[src/rtl/gpio_input_ctrl.sv]
// Purpose : synchronise, debounce and edge-detect GPIO pad inputs into sticky per-pin IRQ flags.
// Latency : a steady pad level reaches gpio_in_data (and sets irq_pending) on edge SYNC_STAGES+DEBOUNCE_CYCLES.
// Backpressure: none; the pads are sampled every cycle and the pending bits hold events until cleared.
//
// Ports:
//   clk, reset      master clock, synchronous active-high reset
//   gpio_pin_in     raw pad levels, asynchronous to clk
//   gpio_ts         per-pin tristate control (1 = pin driven as output)
//   irq_en          per-pin interrupt enable
//   irq_rise_en     per-pin enable for debounced 0->1 transitions
//   irq_fall_en     per-pin enable for debounced 1->0 transitions
//   irq_clr         per-pin write-1-to-clear pulse for irq_pending
//   gpio_in_data    debounced, synchronised pin levels (registered)
//   irq_pending     sticky per-pin edge flags (registered)
//   irq             OR of irq_pending
module gpio_input_ctrl #(
   parameter int WIDTH           = 16,
   parameter int SYNC_STAGES     = 2,
   parameter int DEBOUNCE_CYCLES = 4,
   parameter int CNT_W           = 3
) (
   input  logic             clk,
   input  logic             reset,
   input  logic [WIDTH-1:0] gpio_pin_in,
   input  logic [WIDTH-1:0] gpio_ts,
   input  logic [WIDTH-1:0] irq_en,
   input  logic [WIDTH-1:0] irq_rise_en,
   input  logic [WIDTH-1:0] irq_fall_en,
   input  logic [WIDTH-1:0] irq_clr,
   output logic [WIDTH-1:0] gpio_in_data,
   output logic [WIDTH-1:0] irq_pending,
   output logic             irq
);

   // Count value at which a differing level has been held long enough.
   localparam logic [CNT_W-1:0] CNT_LAST = CNT_W'(DEBOUNCE_CYCLES - 1);

   logic [WIDTH-1:0] sync_chain [SYNC_STAGES];
   logic [WIDTH-1:0] sync_lvl;
   logic [WIDTH-1:0] stable_q;
   logic [CNT_W-1:0] cnt_q [WIDTH];
   logic [WIDTH-1:0] upd;
   logic [WIDTH-1:0] rise;
   logic [WIDTH-1:0] fall;
   logic [WIDTH-1:0] set_pend;
   logic [WIDTH-1:0] pend_q;

   // Metastability synchroniser: one shift chain per pin, all pins side by side.
   always_ff @(posedge clk) begin
      if (reset) begin
         for (int s = 0; s < SYNC_STAGES; s++) begin
            sync_chain[s] <= '0;
         end
      end else begin
         sync_chain[0] <= gpio_pin_in;
         for (int s = 1; s < SYNC_STAGES; s++) begin
            sync_chain[s] <= sync_chain[s-1];
         end
      end
   end

   assign sync_lvl = sync_chain[SYNC_STAGES-1];

   // A pin updates when it has differed from the stable level for
   // DEBOUNCE_CYCLES consecutive edges, this edge included.
   always_comb begin
      upd = '0;
      for (int i = 0; i < WIDTH; i++) begin
         upd[i] = (sync_lvl[i] != stable_q[i]) && (cnt_q[i] == CNT_LAST);
      end
   end

   // Debounce counters and stable levels. The counter only advances while the
   // level differs and is cleared on the terminal count, so it never wraps.
   always_ff @(posedge clk) begin
      if (reset) begin
         stable_q <= '0;
         for (int i = 0; i < WIDTH; i++) begin
            cnt_q[i] <= '0;
         end
      end else begin
         for (int i = 0; i < WIDTH; i++) begin
            if (sync_lvl[i] == stable_q[i]) begin
               cnt_q[i] <= '0;
            end else if (upd[i]) begin
               stable_q[i] <= sync_lvl[i];
               cnt_q[i]    <= '0;
            end else begin
               cnt_q[i] <= cnt_q[i] + CNT_W'(1);
            end
         end
      end
   end

   // Edge detect on the debounced level; output pins never raise interrupts.
   assign rise     = upd & sync_lvl;
   assign fall     = upd & ~sync_lvl;
   assign set_pend = irq_en & ~gpio_ts & ((rise & irq_rise_en) | (fall & irq_fall_en));

   // Sticky pending bits: a new event on the same edge as a clear wins, so no
   // event is lost.
   always_ff @(posedge clk) begin
      if (reset) begin
         pend_q <= '0;
      end else begin
         pend_q <= (pend_q & ~irq_clr) | set_pend;
      end
   end

   assign gpio_in_data = stable_q;
   assign irq_pending  = pend_q;
   assign irq          = |pend_q;

endmodule

[config.mk]
export PLATFORM = sky130hd
export DESIGN_NAME = gpio_input_ctrl
export DESIGN_NICKNAME = d
export VERILOG_FILES = /design/src/rtl/gpio_input_ctrl.sv
export SDC_FILE = /design/constraint.sdc
export NUM_CORES = 1
export LEC_CHECK = 0
export CAP_MARGIN = 20
export CORE_MARGIN = 1
export CORE_UTILIZATION = 35
export CTS_BUF_LIST = sky130_fd_sc_hd__clkbuf_4 sky130_fd_sc_hd__clkbuf_8
export DETAILED_ROUTE_END_ITERATION = 10
export GPL_ROUTABILITY_DRIVEN = 0
export PLACE_DENSITY = 0.68
export SLEW_MARGIN = 20
export SYNTH_ARGS = -nofsm -noshare
export SYNTH_HDL_FRONTEND = slang
export SYNTH_SLANG_ARGS = --single-unit
[constraint.sdc]
create_clock -name clk -period 3.1 [get_ports clk]
set_input_delay 0.62 -clock clk [delete_from_list [all_inputs] [get_ports clk]]
set_output_delay 0.62 -clock clk [all_outputs]
set_load 0.02 [all_outputs]
# Word-level counts from Yosys, hierarchy flattened
# Memory sizes are Yosys's and may differ from the RTL's.
# Cells that the tools add are included.
[word_totals]
latch_bits = 0
wordCells = 423
n_memories = 2
mem_bits_ro = 0
output_inout_bits = 33
mem_bits_rw = 80
reg_bits = 32
inputBits = 98
[classes]
bitwise = 78
add_sub_neg = 16
muxes = 229
n_eq_ne = 48
shift = 0
div_mod_pow = 0
mul = 0
n_lt_le_gt_ge = 0
reduce_logical = 33
[memory_table]
columns = ["memory", "words", "width", "rd", "rd_ports_with_merged_regs", "write_ports", "line_no", "source"]
rows = [
  ["cnt_q", 16, 3, 16, 0, 16, "41", "logic [CNT_W-1:0] cnt_q [WIDTH];"],
  ["sync_chain", 2, 16, 2, 0, 2, "38", "logic [WIDTH-1:0] sync_chain [SYNC_STAGES];"],
]
[ops]
columns = ["cell", "count"]
rows = [
  ["2-to-1 mux 1 bit", 179],
  ["2-to-1 mux 3 bit", 48],
  ["AND 16 bit", 7],
  ["bitwise OR 1 bit", 50],
  ["adder 3 x 1 -> 3 bit (second input constant)", 16],
  ["== test 3 x 2 -> 1 bit (second input constant)", 16],
  ["inverter 16 bit", 3],
  ["2-to-1 mux 16 bit", 2],
  ["bitwise OR 16 bit", 2],
  ["AND reduction 2 bit", 16],
  ["== test 1 bit", 16],
  ["logical AND 1 bit", 16],
  ["inequality test 1 bit", 16],
  ["inverter 1 bit", 16],
  ["OR reduction 16 bit", 1],
]

# Depth between registers and ports, before layout
[logic_depth]
depth_word = 8
ltp_mapped = 5
ltp_nobuf = 5

# Worst setup path before layout
# No wires, ideal clock.
[synth_path]
kind = "input -> register"
from = "input reset"
to = "memory cnt_q[8][0] (netlist: cnt_q[1][0]), data pin"
required_ps = 2837
setup_ps = 263
n_path_buf = 2
t_arrival_ps = 1283
cell_stages = 5
setup_slack_ps = 1554
path_cell_list = "clkbuf_1 -> clkbuf_1 -> nor2_1 -> o21ai_0 -> nor2_1"
[synth_rtl]
columns = ["element", "line_no", "source"]
rows = [
  ["start: declaration", "23", "input logic reset,"],
  ["end: declaration", "41", ""],
]

# Worst setup path in the final report
[layout_path]
from = "register pend_q[9] (netlist: irq_pending[9])"
to = "output irq"
[layout_via]
elab_chain_len = 1
[layout_lines]
columns = ["element", "line_no", "source"]
rows = [
  ["start: declaration", "46", "logic [WIDTH-1:0] pend_q;"],
  ["start signal: assignment", "106", "pend_q <= (pend_q & ~irq_clr) | set_pend;"],
  ["OR reduction 16 bit", "112", "assign irq = |pend_q;"],
  ["end: declaration", "32", "output logic irq"],
]
# No other way between the ends.

==> results.sh <==
export IMPL_dieHeight_um=118
export IMPL_slew_headroom=0.531
export IMPL_root_buffer="clkbuf_8"
export IMPL_status="complete, no violations"
export IMPL_die_w_um=118
export IMPL_fill_cells=1217
export IMPL_clk_pin_slew_ns=0.10
export IMPL_p_leak_nw=2.60
export IMPL_rsz0062_at_grt="no"
export IMPL_slew_violations=0
export IMPL_dpl_hpwl_mm=7.50
export IMPL_ant_nets=0
export IMPL_fmax_mhz=395
export IMPL_clock_path_buffers=2
export IMPL_antenna_found_initial=0
export IMPL_place_ws_ns=0.944
export IMPL_drt_pass1_iterations=4
export IMPL_clock_sinks=112
export IMPL_yosys_warnings=0
export IMPL_period_needed_ns=2.53
export IMPL_hold_class="flip-flop to flip-flop"
export IMPL_start_util=0.359
export IMPL_die_area_um2=14000
export IMPL_ys_types=26
export IMPL_criticalPathCategory="flip-flop to primary output"
export IMPL_worst_pin_slew_ns=0.703
export IMPL_core_area_um2=13200
export IMPL_avgSynthCellArea_um2=11.6
export IMPL_fin_crit_sh=0.818
export IMPL_worst_setup_path_end_kind="primary output"
export IMPL_cts_resized=0
export IMPL_hold_viol=0
export IMPL_peakVddDrop_mv=0.229
export IMPL_cts_tree="built"
export IMPL_syn2layout_area_growth_pct=40.7
export IMPL_drive_above_1_share=0.0621
export IMPL_cts_setup_buffers=0
export IMPL_max_cap_violations=0
export IMPL_final_nets=721
export IMPL_setup_tns_ns=0
export IMPL_h_tree_depth=3
export IMPL_numCtsBuffers=9
export IMPL_wire_per_inst_um=12.3
export IMPL_num_io_pins=131
export IMPL_syn_cell_area_um2=4730
export IMPL_ctsHoldBuffers=0
export IMPL_dr_max_layer_used="met4"
export IMPL_path_max_fanout=3
export IMPL_crit_arrival_ns=1.91
export IMPL_critPathLaunchType="flip-flop"
export IMPL_io_buffers=130
export IMPL_ys_ff_latch=112
export IMPL_insertion_delay_ns=0.37
export IMPL_setup_viol=0
export IMPL_vias=3344
export IMPL_drcViolationCount=0
export IMPL_grt_pass1_wl_mm=15.6
export IMPL_finClkSkew_ns=0.00585
export IMPL_ys_seq_area_frac=0.575
export IMPL_required_ns=2.48
export IMPL_vias_per_cell=4.33
export IMPL_dr_wl_met2_mm=4.51
export IMPL_worst_slack_ns=0.565
export IMPL_rows=42
export IMPL_wl_met3_um=632
export IMPL_antennaDiodeCount=0
export IMPL_grt_max_degree=41
export IMPL_powerDensity_nw_per_um2=436
export IMPL_drtIter0Drc=96
export IMPL_grt_ovfl_total=0
export IMPL_first_global_vias=3341
export IMPL_wl_met1_mm=4.19
export IMPL_grtUsageTotal=0.144
export IMPL_routed_wirelength_mm=9.52
export IMPL_synthCells=409
## cell families after synthesis
logic type	after synthesis	synth area share
adder cells (fa/ha/maj)	32	0.0846
flip-flops	112	0.575
multiplexers	31	0.0656
other	1	0.000792
XOR/XNOR	15	0.0278
buffers and inverters	42	0.0338
AO/OA/AOI/OAI	18	0.0299
AND/OR/NAND/NOR	158	0.182
## final timing paths
check	from	end	slack [ns]	cells after the start
worst min register to register	sync_chain[0][11]	sync_chain[0][27]	0.45	1
worst max-delay path	irq_pending[9]	irq	0.57	3
worst min-delay path	sync_chain[0][11]	sync_chain[0][27]	0.45	1
worst max register to register	cnt_q[1][18]	irq_pending[14]	1.52	5
## per-stage QoR
stage	cell area [um^2]	power, mW	std cells	utilization	hold slack, ns
after floorplan	4910	1.75	456	-	0.414
after global placement	6410	1.89	756	0.486	0.420
after detailed placement	6410	1.90	756	0.486	0.423
after CTS	6660	2.94	772	0.505	0.447
after global routing	6660	3.03	772	0.505	0.463
final	6660	2.90	772	0.505	0.446
## cells in the final DEF (no fill, tap or decap), types with 7 or more instances in the layout
cell,n
o41ai_1,9
nand2_1,8
nand2b_1,7
or3b_2,9
clkdlybuf4s50_1,129
ha_1,32
nand3b_1,8
clkbuf_8,10
dfxtp_1,64
conb_1,48
mux2i_1,31
or3_1,15
nor2_1,65
inv_1,32
xnor2_1,15
edfxtp_1,48
nor2b_1,34
## synth_stat cells
library cell,count,share of area
a22oi_1,1,0.0016
or3_1,15,0.020
o41ai_1,9,0.017
nor2_1,65,0.052
nand4_1,1,0.0013
or3b_2,9,0.017
xnor2_1,15,0.028
ha_1,32,0.085
or4_1,3,0.0048
conb_1,1,0.00079
buf_1,1,0.00079
o21ai_0,1,0.0011
nand2b_1,7,0.0093
a21oi_2,4,0.0074
nor4_1,4,0.0053
or4_4,4,0.0095
inv_1,32,0.025
nand3b_1,8,0.013
dfxtp_1,64,0.27
buf_2,2,0.0021
a21oi_1,3,0.0032
edfxtp_1,48,0.30
mux2i_1,31,0.066
nor2b_1,34,0.045
nand2_1,8,0.0063
clkbuf_1,7,0.0056
## registers in the layout, summed over array words and instances (netlist names)
register and cells:
sync_chain 32, cnt_q 48, irq_pending 16, gpio_in_data 16
## metal layers
layer | up-vias | GRT usage
li1 | 1723 | -
met2 | 89 | 0.238
met4 | 0 | 0.0689
met5 | - | 0
met1 | 1519 | 0.171
met3 | 13 | 0.0425
## critical path: stages (launching register included)
cell and delay [ns]:
dfxtp_1 0.34, nor4_1 0.45, nand4_1 0.17, clkdlybuf4s50_1 0.59
## power by group
| part | internal, mW | switching (mW) | total, mW |
|---|---|---|---|
| Combinational | 0.164 | 0.0923 | 0.256 |
| Clock | 0.555 | 0.480 | 1.03 |
| Sequential | 1.59 | 0.0238 | 1.61 |
| Total | 2.30 | 0.596 | 2.90 |
## layout make-up
cell class | count | area [um^2] | share of cell area
well taps | 176 | 220 | 0.0331
clock inverters | 6 | 106 | 0.0160
multi-input cells | 302 | 2030 | 0.304
repair buffers | 134 | 1330 | 0.199
flip-flops and latches | 112 | 2720 | 0.409
inverters | 32 | 120 | 0.0180
clock buffers | 10 | 138 | 0.0207
Note: power is estimated with default switching activity, not from simulation.
